--- config.mk ---
export PLATFORM = sky130hd
export DESIGN_NAME = led_show_sched
export DESIGN_NICKNAME = d
export VERILOG_FILES = /design/src/rtl/led_show_pkg.sv /design/src/rtl/led_tick_gen.sv /design/src/rtl/led_show_sched.sv
export SDC_FILE = /design/constraint.sdc
export NUM_CORES = 1
export LEC_CHECK = 0
export ABC_CLOCK_PERIOD_IN_PS = 3250
export CAP_MARGIN = 10
export CORE_UTILIZATION = 54
export CTS_BUF_LIST = sky130_fd_sc_hd__clkbuf_16
export DETAILED_ROUTE_END_ITERATION = 8
export HOLD_SLACK_MARGIN = 0.03
export PLACE_DENSITY_LB_ADDON = 0.15
export SETUP_SLACK_MARGIN = 0.1
export SYNTH_ARGS = -nofsm -noshare
export SYNTH_HDL_FRONTEND = slang
export SYNTH_SLANG_ARGS = --single-unit
--- constraint.sdc ---
create_clock -name CLOCK_50 -period 3.25 [get_ports CLOCK_50]
set_input_delay 0.65 -clock CLOCK_50 [delete_from_list [all_inputs] [get_ports CLOCK_50]]
set_output_delay 0.65 -clock CLOCK_50 [all_outputs]
set_load 0.005 [all_outputs]
--- src/rtl/led_show_pkg.sv ---
// Shared types and constants for the LED/7-segment show sequencer:
// program states, segment glyphs and the speed-select decode.
package led_show_pkg;

    localparam int LEDR_W = 18;

    typedef enum logic [1:0] {
        FILL_L = 2'd0,
        FILL_R = 2'd1,
        BLINK  = 2'd2
    } state_t;

    // Active-low segment codes, bit 6 = segment g.
    localparam logic [6:0] GLYPH_H = 7'b0001001;
    localparam logic [6:0] GLYPH_A = 7'b0001000;
    localparam logic [6:0] GLYPH_P = 7'b0001100;
    localparam logic [6:0] GLYPH_Y = 7'b0010001;
    localparam logic [6:0] GLYPH_D = 7'b1000000;
    localparam logic [6:0] BLANK   = 7'b1111111;

    function automatic logic [3:0] speed_mult(input logic [1:0] sel);
        logic [3:0] m;
        case (sel)
            2'b00:   m = 4'd1;
            2'b01:   m = 4'd2;
            2'b10:   m = 4'd5;
            2'b11:   m = 4'd10;
            default: m = 4'd1;
        endcase
        return m;
    endfunction

endpackage

--- src/rtl/led_tick_gen.sv ---
// Step-enable generator: base-tick prescaler followed by a speed divider,
// both frozen while paused so release resumes from the held counts.
module led_tick_gen
    import led_show_pkg::*;
#(
    parameter int TICK_DIV = 10_000_000
) (
    input  logic       clk,
    input  logic       rst_n,
    input  logic       pause,
    input  logic [1:0] speed,
    output logic       step_en
);

    localparam int CW = (TICK_DIV > 1) ? $clog2(TICK_DIV) : 1;
    localparam logic [CW-1:0] CNT_LAST = CW'(TICK_DIV - 1);

    logic [CW-1:0] cnt_r;
    logic [3:0]    div_r;
    logic [3:0]    mult_s;
    logic          wrap_s;
    logic          div_hit_s;

    // Tick and divider compare; >= lets a lowered multiplier fire on the next tick.
    always_comb begin
        mult_s    = speed_mult(speed);
        wrap_s    = (cnt_r == CNT_LAST);
        div_hit_s = (div_r >= (mult_s - 4'd1));
        step_en   = wrap_s && div_hit_s && !pause;
    end

    // Prescaler and divider counters.
    always_ff @(posedge clk or negedge rst_n) begin
        if (!rst_n) begin
            cnt_r <= {CW{1'b0}};
            div_r <= 4'd0;
        end else if (pause) begin
            cnt_r <= cnt_r;
            div_r <= div_r;
        end else if (wrap_s) begin
            cnt_r <= {CW{1'b0}};
            div_r <= div_hit_s ? 4'd0 : (div_r + 4'd1);
        end else begin
            cnt_r <= cnt_r + {{(CW-1){1'b0}}, 1'b1};
            div_r <= div_r;
        end
    end

endmodule

--- src/rtl/led_show_sched.sv ---
// Top of the LED show: switch synchronizer, program FSM with step counter,
// and registered LED/HEX decode.
module led_show_sched
    import led_show_pkg::*;
#(
    parameter int TICK_DIV   = 10_000_000,
    parameter int BLINK_REPS = 4
) (
    input  logic              CLOCK_50,
    input  logic              KEY0,
    input  logic [2:0]        SW,
    output logic [LEDR_W-1:0] LEDR,
    output logic [7:0]        LEDG,
    output logic [6:0]        HEX0,
    output logic [6:0]        HEX1,
    output logic [6:0]        HEX2,
    output logic [6:0]        HEX3,
    output logic [6:0]        HEX4,
    output logic [6:0]        HEX5,
    output logic [6:0]        HEX6,
    output logic [6:0]        HEX7
);

    localparam logic [4:0] FILL_L_LAST = 5'd17;
    localparam logic [4:0] FILL_R_LAST = 5'd18;
    localparam logic [4:0] BLINK_LAST  = 5'(2 * BLINK_REPS - 1);
    localparam logic [LEDR_W-1:0] LEDR_ONES = {LEDR_W{1'b1}};

    logic [2:0]        sw_meta_r;
    logic [2:0]        sw_sync_r;
    logic              pause_s;
    logic              step_en_s;
    state_t            state_r;
    state_t            state_nx_s;
    logic [4:0]        step_r;
    logic [4:0]        step_nx_s;
    logic [LEDR_W-1:0] ledr_s;
    logic [7:0]        ledg_s;
    logic [7:0][6:0]   hex_s;

    assign pause_s = sw_sync_r[0];

    // Two-flop synchronizer for the slide switches.
    always_ff @(posedge CLOCK_50 or negedge KEY0) begin
        if (!KEY0) begin
            sw_meta_r <= 3'b000;
            sw_sync_r <= 3'b000;
        end else begin
            sw_meta_r <= SW;
            sw_sync_r <= sw_meta_r;
        end
    end

    led_tick_gen #(
        .TICK_DIV (TICK_DIV)
    ) u_tick (
        .clk     (CLOCK_50),
        .rst_n   (KEY0),
        .pause   (pause_s),
        .speed   (sw_sync_r[2:1]),
        .step_en (step_en_s)
    );

    // FSM state and step counter register.
    always_ff @(posedge CLOCK_50 or negedge KEY0) begin
        if (!KEY0) begin
            state_r <= FILL_L;
            step_r  <= 5'd0;
        end else begin
            state_r <= state_nx_s;
            step_r  <= step_nx_s;
        end
    end

    // Next state; an illegal encoding recovers to FILL_L without waiting for a step.
    always_comb begin
        state_nx_s = state_r;
        step_nx_s  = step_r;
        case (state_r)
            FILL_L: begin
                if (step_en_s && (step_r >= FILL_L_LAST)) begin
                    state_nx_s = FILL_R;
                    step_nx_s  = 5'd0;
                end else if (step_en_s) begin
                    step_nx_s = step_r + 5'd1;
                end else begin
                    step_nx_s = step_r;
                end
            end
            FILL_R: begin
                if (step_en_s && (step_r >= FILL_R_LAST)) begin
                    state_nx_s = BLINK;
                    step_nx_s  = 5'd0;
                end else if (step_en_s) begin
                    step_nx_s = step_r + 5'd1;
                end else begin
                    step_nx_s = step_r;
                end
            end
            BLINK: begin
                if (step_en_s && (step_r >= BLINK_LAST)) begin
                    state_nx_s = FILL_L;
                    step_nx_s  = 5'd0;
                end else if (step_en_s) begin
                    step_nx_s = step_r + 5'd1;
                end else begin
                    step_nx_s = step_r;
                end
            end
            default: begin
                state_nx_s = FILL_L;
                step_nx_s  = 5'd0;
            end
        endcase
    end

    // Display decode of the current state and step.
    always_comb begin
        ledr_s = {LEDR_W{1'b0}};
        ledg_s = 8'h00;
        hex_s  = {8{BLANK}};
        case (state_r)
            FILL_L: begin
                ledr_s    = ~(LEDR_ONES >> (step_r + 5'd1));
                ledg_s[0] = 1'b1;
            end
            FILL_R: begin
                ledr_s    = ~(LEDR_ONES << step_r);
                ledg_s[1] = 1'b1;
            end
            BLINK: begin
                ledg_s[2] = 1'b1;
                if (!step_r[0]) begin
                    hex_s = {GLYPH_H, GLYPH_A, GLYPH_P, GLYPH_P,
                             GLYPH_Y, GLYPH_D, GLYPH_A, GLYPH_Y};
                end else begin
                    hex_s = {8{BLANK}};
                end
            end
            default: begin
                ledg_s = 8'h00;
            end
        endcase
        ledg_s[7] = pause_s;
    end

    // Registered outputs, one cycle behind the state.
    always_ff @(posedge CLOCK_50 or negedge KEY0) begin
        if (!KEY0) begin
            LEDR <= {LEDR_W{1'b0}};
            LEDG <= 8'h00;
            HEX0 <= BLANK;
            HEX1 <= BLANK;
            HEX2 <= BLANK;
            HEX3 <= BLANK;
            HEX4 <= BLANK;
            HEX5 <= BLANK;
            HEX6 <= BLANK;
            HEX7 <= BLANK;
        end else begin
            LEDR <= ledr_s;
            LEDG <= ledg_s;
            HEX0 <= hex_s[0];
            HEX1 <= hex_s[1];
            HEX2 <= hex_s[2];
            HEX3 <= hex_s[3];
            HEX4 <= hex_s[4];
            HEX5 <= hex_s[5];
            HEX6 <= hex_s[6];
            HEX7 <= hex_s[7];
        end
    end

endmodule
Yosys cells after proc, flatten, opt, wreduce, memory -nomap -nowiden
Cells that the tools add are included.

word-level totals
  flip-flop bits (word level) = 119
  bits of input ports = 5
  output and inout port bits = 82

operators by class
  $add $sub $neg = 4
  magnitude comparators = 4
  equality and inequality tests = 9
  shifts and indexed selects = 2
  muxes and demuxes = 18
  bitwise logic cells = 3
  reduce and logical (&&, ||, !) cells = 10

operator list
  operator                 count
  $mux W56                 2
  $not A18 Y18             2
  $pmux W18 S2             1
  $add A24 B1 Y24 const B  1
  $eq A24 B24 Y1 const B   1
  $mux W24                 1
  $mux W5                  4
  $shl A18 B5 Y18 const A  1
  $shr A18 B5 Y18 const A  1
  $pmux W4 S4              1
  $pmux W5 S3              1
  $ge A5 B5 Y1 const B     2
  $eq A2 B2 Y1 const B     3
  $mux W2                  3
  $ne A2 B2 Y1 const B     3
  $pmux W2 S3              1
  $add A5 B1 Y5 const B    1
  $ge A5 B3 Y1 const B     1
  $logic_and A1 B1 Y1      5
  $add A4 B1 Y4 const B    1
  $eq A2 B1 Y1 const B     2
  $ge A4 B4 Y1             1
  $logic_not A2 Y1         2
  $mux W4                  1
  other kinds (6)          8

Depth between registers and ports, before layout
Gate-level depths: netlist of the first run.

  depth after elaboration = 9
  depth in mapped cells = 8

Cells and area by module
From an unflattened synthesis of the first run, not the netlist that was laid out.

unflattened totals
  cells, all modules = 362
  area total of the unflattened synthesis = 3673.5 sq um

by module, submodules not included
  module          times used  cells each  area each (sq um)  sequential area each (sq um)
  led_show_sched  1           211         2120.8             902.1
  led_tick_gen    1           151         1552.7             700.7

Worst setup path after synthesis of the first run
No wires, ideal clock.

  kind = flip-flop to flip-flop
  from = reg sw_sync_r[1]
  to = reg step_r[0]
  setup time = 0.160 ns
  arrival = 2.058 ns
  data required time = 3.090 ns
  slack = 1.032 ns
  stages on the path, launching flop included = 9
  path buffers = 1
  cell sequence = dfrtp_1 nand2b_1 ha_1 nor3_1 nor2_1 nand2_1 clkbuf_1 nor4_1 a211oi_1

on the way
  cells in the longest elaborated chain, start to end = 9
  elaborated cells between the ends (all ways) = 17

ends and longest elaborated chain
  element                               RTL line                                                           RTL
  start: declaration                    led_show_sched.sv:30                                               logic [2:0] sw_sync_r;
  start signal: assignment              led_show_sched.sv:50                                               sw_sync_r <= sw_meta_r;
  $eq A2 B2 Y1 (tied with other cells)  led_show_pkg.sv:23                                                 case (sel)
  $pmux W4 S4 (*)                       led_show_pkg.sv:23
  $sub A4 B1 Y4 (*)                     led_tick_gen.sv:28                                                 div_hit_s = (div_r >= (mult_s - 4'd1));
  $ge A4 B4 Y1 (*)                      led_tick_gen.sv:28
  $logic_and A1 B1 Y1 (*) (2 in a row)  led_tick_gen.sv:29                                                 step_en = wrap_s && div_hit_s && !pause;
  $mux W5 (tied with other cells)       -
  $mux W5 (on tied branches)            led_show_sched.sv:101, led_show_sched.sv:81, led_show_sched.sv:91
  $pmux W5 S3 (*)                       led_show_sched.sv:79                                               case (state_r)
  net step_nx_s[0]                      led_show_sched.sv:36                                               logic [4:0] step_nx_s;
  end signal: assignment                led_show_sched.sv:71                                               step_r <= step_nx_s;
  end: declaration                      led_show_sched.sv:35                                               logic [4:0] step_r;

The timed path passes the listed nets; every way through them passes the cells marked *.
A chain may end at the register's enable or synchronous reset.

Final worst setup path of the first run
Ends and elaborated chain as after synthesis.

==> results by stage, run 1 <==
Status:
- The run finished with clean final reports.

STA:
- The final sum of negative setup slack is 0 ps.
- Headroom to the max-slew limit came out at 39.5%.
- The maximum clock skew at final layout is 4.89 ps.
- After layout, the minimum clock period comes to 2630 ps.
- The final count of negative-setup-slack endpoints is 0.
- The actual transition at the worst max-transition pin is 899 ps.
- Setup repair after global routing left no endpoint under its margin.
- The final hold violation count is 0.
- The part of the cycle the worst path needs is 80.8%.
- The max-slew violation total from the final report is 0.
- The highest clock frequency the design can meet is 381 MHz.

Setup path:
- The highest fanout seen on the critical path is 13.
- The capturing point of the worst reg2reg path is step_r[0].
- Data on the critical path is required at its endpoint by 3400 ps.
- The register-to-register setup slack is 620 ps.
- The worst-case reg-to-reg path depth is 7.
- The critical path goes through nand2b_1, ha_1, nor3_1, nor2_1, nand2_1, nor4_1, a211oi_1.
- The type of destination of the critical path is a flop.
- The critical path is of the reg -> reg type.
- In this run the critical register-to-register path is launched from sw_sync_r[1].
- The critical path runs through a total of 7 cells.
- The critical-path cell with the highest stage delay is sky130_fd_sc_hd__nor4_1.
- The origin of the worst setup path is sw_sync_r[1].
- The worst setup path is launched from a flop.
- The dominant delay contributor by cell family on the critical path is simple AND/OR/NAND/NOR gates.
- The critical path contains buffers and inverters numbering 0 combined.
- At the worst endpoint, the arrival time is 2780 ps.
- The peak per-stage delay on the critical path is 850 ps.
- The worst setup path endpoint is step_r[0].

Placed design:
- Buffers placed on the I/O ports in this run total 69.
- The routability-driven placement congestion ratio is 0.904.
- The final HPWL from detailed placement is 4440 um.

Floorplanning:
- The number of rows in the core area is 29.
- The overall die area is 6840 sq um.
- Pin placement for this block handled 87 I/O pins.
- In this run the horizontal extent of the chip is 82.7 um.
- The initial utilization of the core area, before any placement, comes to 55.7%.
- From bottom edge to top edge, the die measures 82.7 um.
- In this run the standard cell core region covers 6310 sq um.

Clock tree:
- Clock tree synthesis inserted a total of 9 buffers.
- The tree is rooted in a sky130_fd_sc_hd__clkbuf_16.
- The buffer count from post-CTS setup fixing is 0.
- Counting along the longest clock path gives a buffer depth of 2.
- Buffers inserted to repair hold after CTS numbered 0.
- Clock latency on the worst-skew pair, taken at its later pin, is 320 ps.
- The clock tree from TritonCTS is built.
- The maximum level of the CTS H-tree is 3.
- In this run, post-CTS repair resized a total of 0 instances.
- The clock sink count is 64.
- After clock tree synthesis, the clock-pin slew on the worst setup and hold paths is 50 ps.

Worst hold path:
- The worst hold path class is reg -> reg.

Global route:
- Entering global routing, the biggest net connects 65 pins.
- The number of antenna violations at the first check in global routing is 0.
- Global routing finished with a remaining overflow of 0.
- The wire length of the first global-routing pass is 10,400 um.
- Global routing used 20.4% of the available tracks across all layers.
- The number of global-route vias before repair is 2,311.

Route:
- The number of vias after detailed routing is 2,521.
- Dividing the detail-routed via count by the number of cells gives 5.41.
- The number of antenna-violating nets in the routed design is 0.
- The wire length per cell is 13.9 um.
- In this run, the number of DRC markers left after iteration 0 of detailed routing was 144.
- The count of unresolved DRC violations after routing is 0.
- The count of TritonRoute iterations in the first routing pass is 4.
- The post-detailed-routing wire length is 6460 um.

Power and ir drop:
- The analysis attributes to cell leakage a power of 1.88 nW.
- The worst IR drop on VDD is 0.000387 V.
- Power spread over the standard cell area amounts to 458 nW/um^2.

Synth:
- The sequential share of the synthesized area is 45.6%.
- The post-synthesis cell area is 3520 sq um.
- During synthesis, Yosys emitted a total of 0 warnings.
- In the post-synthesis netlist, the biggest area contributors are sky130_fd_sc_hd__dfrtp_1 45%, sky130_fd_sc_hd__buf_4 13%, sky130_fd_sc_hd__ha_1 5.0%, sky130_fd_sc_hd__xnor2_1 3.2%, sky130_fd_sc_hd__nand2_1 3.2%.
- The gate count after technology mapping is 359.
- In this run the biggest area consumer among cell types represents 44.8% of the synthesized area.
- Of all cell types, the one taking the most synthesized area is sky130_fd_sc_hd__dfrtp_1.
- The count of flip-flops with a built-in enable after synthesis is 0.
- The synthesized flop and latch total is 64.
- The number of distinct standard cells referenced by the synthesized netlist is 46.
- For this run, asynchronously set or reset flops after synthesis account for 100%.
- The mean instance size in the synthesized netlist is 9.80 sq um.
- The most instantiated flip-flop cell in the synthesis netlist is sky130_fd_sc_hd__dfrtp_1.

Layout:
- The layout has 512 filler cells.
- Cells with a size suffix above 1 make up 5.14% of the layout.
- The core utilization of the finished layout is 65.8%.
- Compared with the post-synthesis result, the final layout area differs by 18.1%.
- In the final design database the tool counted 404 nets.
- The number of antenna diodes in the final layout is 0.

Run:
- Across the run, the number of max-cap violations was 0.
## registers in the layout, indices dropped and copies added (netlist names)
| register | flops |
|---|---|
| sw_sync_r | 3 |
| LEDG | 4 |
| u_tick.div_r | 4 |
| state_r | 2 |
| LEDR | 18 |
| HEX1 | 1 |
| sw_meta_r | 3 |
| u_tick.cnt_r | 24 |
| step_r | 5 |
## Yosys cell counts, drive strengths merged (2+ instances only)
cell type  instances
a211oi             7
a21oi              3
a221oi             3
and2               3
and3               6
and4               3
buf               61
clkbuf            11
conb               2
dfrtp             63
ha                14
inv                7
nand2             30
nand2b             8
nand3             17
nand4             12
nand4b             2
nor2              24
nor2b              2
nor3               5
nor4               3
o211ai             4
o21a               2
o21ai             18
o311ai             2
o31ai              6
or2                2
xnor2             13
xor2              12
## through the flow
step / instance area [sq um] / power [mW] / std cells / hold WS [ps] / worst slack, ps
floorplan: 3580 / 0.997 / 375 / 331 / 1030
global placement: 3880 / 1.02 / 451 / 334 / 835
detailed placement: 3880 / 1.03 / 451 / 337 / 695
CTS: 4150 / 1.93 / 466 / 349 / 688
global route: 4150 / 1.99 / 466 / 350 / 465
finish: 4150 / 1.90 / 466 / 346 / 625
## cells by family after synthesis
kind of cell / share of synthesized area (%)
adder cells (fa/ha/maj): 4.98
buffers and inverters: 15.0
multiplexers: 0.285
flip-flops: 45.6
XOR/XNOR: 6.23
AND/OR/NAND/NOR: 17.9
other: 0.214
AO/OA/AOI/OAI: 9.85
## worst min-delay path by stage
stage	endpoint	depth (start not counted)	startpoint	slack [ps]
3_3_place_gp	sw_sync_r[2]	0	sw_meta_r[2]	330
5_1_grt	sw_sync_r[1]	0	sw_meta_r[1]	350
3_5_place_dp	sw_sync_r[1]	0	sw_meta_r[1]	340
4_1_cts	sw_sync_r[1]	0	sw_meta_r[1]	350
2_1_floorplan	sw_sync_r[0]	0	sw_meta_r[0]	330
6_report	sw_sync_r[2]	0	sw_meta_r[2]	350
## area by class of cell
cell class | count | area (sq um) | area share, %
clock inverter | 6 | 51.3 | 1.23
tap | 77 | 96.3 | 2.32
sequential | 64 | 1600 | 38.6
inverter | 8 | 30.0 | 0.723
multi-input combinational | 231 | 1450 | 34.8
clock buffer | 9 | 225 | 5.42
timing repair buffer | 71 | 701 | 16.9
## layer usage
metal  wire, um  up-vias  global-route usage, %  share of wire, %
li1           -     1216                      -                 -
met3        322        9                   5.93               5.0
met4         73        0                   8.62               1.1
met2       3180       87                   34.8                49
met5          0        -                      0                 0
met1       2880     1209                   23.8                45
## report_power, final
part | switching (mW) | internal, mW | total [mW]
Sequential | 0.0424 | 0.844 | 0.887
Clock | 0.312 | 0.577 | 0.889
Combinational | 0.0699 | 0.0565 | 0.126
Total | 0.425 | 1.48 | 1.90
## cells in the final DEF (no fill, tap or decap), drive strengths merged, types with 3 or more instances in the layout
cell	synthesis	layout
and4	3	3
a221oi	3	3
a21oi	3	3
nand2	30	30
nand3	17	17
nor3	5	5
and3	6	6
o31ai	6	6
buf	61	3
nor2	24	24
o21ai	18	18
inv	7	7
o211ai	4	4
a211oi	7	7
and2	3	3
nor4	3	3
clkbuf	11	9
dfrtp	63	63
conb	2	18
xor2	12	12
xnor2	13	13
nand4	12	12
nand2b	8	8
clkdlybuf4s50	0	68
clkinv	1	6
ha	14	14
(Power assumes the default switching activity.)
==> inputs of run 2 (changes only) <==
--- a/config.mk
+++ b/config.mk
@@ -5,9 +5,9 @@
 export SDC_FILE = /design/constraint.sdc
 export NUM_CORES = 1
 export LEC_CHECK = 0
-export ABC_CLOCK_PERIOD_IN_PS = 3250
+export ABC_CLOCK_PERIOD_IN_PS = 2100
 export CAP_MARGIN = 10
-export CORE_UTILIZATION = 54
+export CORE_UTILIZATION = 45
 export CTS_BUF_LIST = sky130_fd_sc_hd__clkbuf_16
 export DETAILED_ROUTE_END_ITERATION = 8
 export HOLD_SLACK_MARGIN = 0.03
==> constraint.sdc (replaced) <==
create_clock -name CLOCK_50 -period 2.1 [get_ports CLOCK_50]
set_input_delay 0.42 -clock CLOCK_50 [delete_from_list [all_inputs] [get_ports CLOCK_50]]
set_output_delay 0.42 -clock CLOCK_50 [all_outputs]
set_load 0.005 [all_outputs]
==> run 2 against run 1 <==
Cell count up 12%. Sequential share of layout area down 3.9 points. Sequential cell count unchanged. Largest power group unchanged. Highest routed layer unchanged.
==> results by stage, run 2 (synthesis results as in run 1) <==
Status:
- The run finished with clean final reports.

STA:
- Setup repair after global routing could not meet its margin everywhere.
- Of the available clock period, the critical path in the final layout requires 96.3%.
- Setup violations remaining at the end of the flow were counted as 0.
- The final hold violation count came to 0.
- After layout, the minimum clock period comes to 2020 ps.
- The highest clock frequency the design can meet is 494 MHz.
- Clock skew on the completed layout was measured at 6.73 ps.
- The max-slew violation total from the final report is 0.
- After routing, the total negative slack on setup checks comes to 0 ps.

Placed design:
- The final HPWL from detailed placement is 4990 um.
- Summing all placed instances gives a cell area of 4130 sq um.
- Routability-driven placement finished with a final weighted congestion of 0.872.
- The count of buffers added on input and output ports is 69.

Power and ir drop:
- The power per unit of standard cell area is 740 nW/um^2.
- The analysis attributes to cell leakage a power of 2.10 nW.
- Across the VDD grid, the largest voltage drop is 0.000604 V.

Route:
- The number of antenna-violating nets in the routed design is 0.
- The count of TritonRoute iterations in the first routing pass is 4.
- Using the TritonRoute via totals, the vias-per-cell ratio works out to 4.98.
- The detailed route wirelength on metal2 is 3610 um.
- The number of vias after detailed routing is 2,601.
- After detailed routing, the number of remaining DRC violations is 0.
- The iteration-0 DRC count of the detailed router is 105.
- Wire segments on met3 add up to 281 um in the final route.
- In the final routed layout, each cell accounts on average for 13.9 um.
- The uppermost metal layer occupied by signal nets is met4.
- The routed design has 7270 um of wire.
- The met1 layer wirelength in the final routing is 3290 um.

Setup path:
- The type of destination of the critical path is a primary output.
- Of all nets on the critical path, the largest fanout is 21.
- Across all register-to-register paths, the minimum setup slack is 190 ps.
- The capturing point of the worst reg2reg path is step_r[0].
- The sort of element at the start of the critical path is a flop.
- The worst register-to-register path begins at step_r[1].
- The worst-case reg-to-reg path depth is 5.
- The critical path is of the reg -> out type.
- At the worst endpoint, the arrival time is 1600 ps.
- The data required time of the critical path is 1680 ps.

Layout:
- The area of all placed cells without fillers is 4620 sq um.
- The library cells used most frequently in the layout, excluding fill and tap cells, are 67 x sky130_fd_sc_hd__clkdlybuf4s50_1, 62 x sky130_fd_sc_hd__dfrtp_1, 29 x sky130_fd_sc_hd__nand2_1, 29 x sky130_fd_sc_hd__buf_4, 22 x sky130_fd_sc_hd__nor2_1.
- The largest registers in the layout are u_tick.cnt_r: 24 flops, LEDR: 18 flops, step_r: 5 flops.
- The flip-flop count of the largest register, all copies and words added is 24.
- The antenna diode instance count is 0.
- In the final layout, the share of cells above drive strength 1 is 16.1%.
- The leading cell type in the layout, fill and taps excluded is sky130_fd_sc_hd__clkdlybuf4s50_1.
- The largest register by flop count is u_tick.cnt_r.
- The total number of nets in the final design is 437.
- The area overhead of the layout relative to synthesis is 31.5%.

Clock tree:
- The cell at the root of the clock tree is sky130_fd_sc_hd__clkbuf_16.
- Clock tree synthesis inserted a total of 9 buffers.
- TritonCTS built the clock tree.
- The clock passes through at most 2 buffers.
- In this run the number of H-tree levels came out at 3.
- The tree built by TritonCTS fans out to 64 sinks.
- After clock tree synthesis, the clock-pin slew on the worst setup and hold paths is 50 ps.
- The later pin in the worst-skew pair is clocked with a latency of 320 ps.

Floorplanning:
- Once the floorplan was initialized, standard cells occupied 47.5% of the core.
- The floorplan step set the die width to 90.4 um.
- Row generation in the floorplan step produced 31 rows.
- In this run the standard cell core region covers 7410 sq um.
- The total I/O pin count is 87.
- The die height is 90.4 um.
- The overall die area is 8170 sq um.

Global route:
- The number of global-route vias before repair came to 2,455.
- Entering global routing, the biggest net connects 65 pins.
- Global routing used 18.6% of the available tracks across all layers.
- The aggregate global routing overflow is 0.
- The number of antenna violations at the first check in global routing is 0.
- The first global-routing pass estimated 12,100 um of wire.

Run:
- The max-capacitance violation count is 0.

Worst hold path:
- The path class of the tightest hold or removal check is in -> async.
==> run 2: changes by cell type in the layout (fill, tap and decap cells not counted), moves of 2 or more <==
cell	delta
sky130_fd_sc_hd__o31ai_2	+2
sky130_fd_sc_hd__nor4_1	-2
sky130_fd_sc_hd__nor2_1	-2
sky130_fd_sc_hd__bufinv_16	+3
sky130_fd_sc_hd__nand2_2	+2
sky130_fd_sc_hd__nor2_2	+2
sky130_fd_sc_hd__buf_6	+2
sky130_fd_sc_hd__o31ai_1	-2
sky130_fd_sc_hd__clkinv_1	-3
sky130_fd_sc_hd__buf_12	+2
sky130_fd_sc_hd__buf_4	+27
==> run 2: through the flow <==
| stage | total power, mW | std cells | utilization, % | hold WS, ps | setup WS, ps |
|---|---|---|---|---|---|
| 2_1_floorplan | 1.55 | 375 | - | 124 | 115 |
| 3_3_place_gp | 1.60 | 497 | 55.7 | 332 | 76.0 |
| 3_5_place_dp | 1.61 | 497 | 55.7 | 337 | -52.5 |
| 4_1_cts | 3.45 | 513 | 60.7 | 118 | 69.7 |
| 5_1_grt | 3.56 | 522 | 62.4 | 142 | 18.1 |
| 6_report | 3.42 | 522 | 62.4 | 108 | 77.0 |
==> run 2: how the worst max path moves through the flow <==
stage,start,end,slack (ps)
after floorplan,sw_sync_r[1],step_r[2],120
after global placement,sw_sync_r[1],step_r[0],80
after detailed placement,sw_sync_r[1],step_r[0],-50
after CTS,HEX1[5],HEX1[1],70
after global routing,sw_sync_r[1],step_r[3],20
final,HEX1[5],HEX0[6],80
==> run 2: layout make-up <==
class | count | area (sq um)
multi-input combinational | 232 | 1510
timing repair buffer | 103 | 993
sequential | 64 | 1600
clock buffer | 9 | 225
fill | 639 | 2780
inverter | 8 | 30.0
clock inverter | 7 | 143
tap | 99 | 124
==> run 2: what timing repair did <==
item,in CTS,in global routing
pin swaps,0,6
cloned,0,2
hold buffers,0,0
setup buffers,0,7
endpoints found under the setup margin,48,61
gates resized for setup,2,12
==> run 2: metal layers <==
metal | track usage (%) | up-vias
li1 | - | 1286
met1 | 23.5 | 1247
met2 | 31.0 | 59
met3 | 4.71 | 9
met4 | 6.45 | 0
met5 | 0 | -
==> run 2: power breakdown <==
part	switching, mW	internal (mW)	total [mW]
Combinational	0.124	0.106	0.230
Sequential	0.0665	1.31	1.37
Clock	0.537	1.28	1.82
Total	0.728	2.69	3.42
==> run 2: critical path: stages (launching register included) <==
cell and delay, ps:
sky130_fd_sc_hd__dfstp_2 580, sky130_fd_sc_hd__clkbuf_16 180, sky130_fd_sc_hd__clkdlybuf4s50_1 510
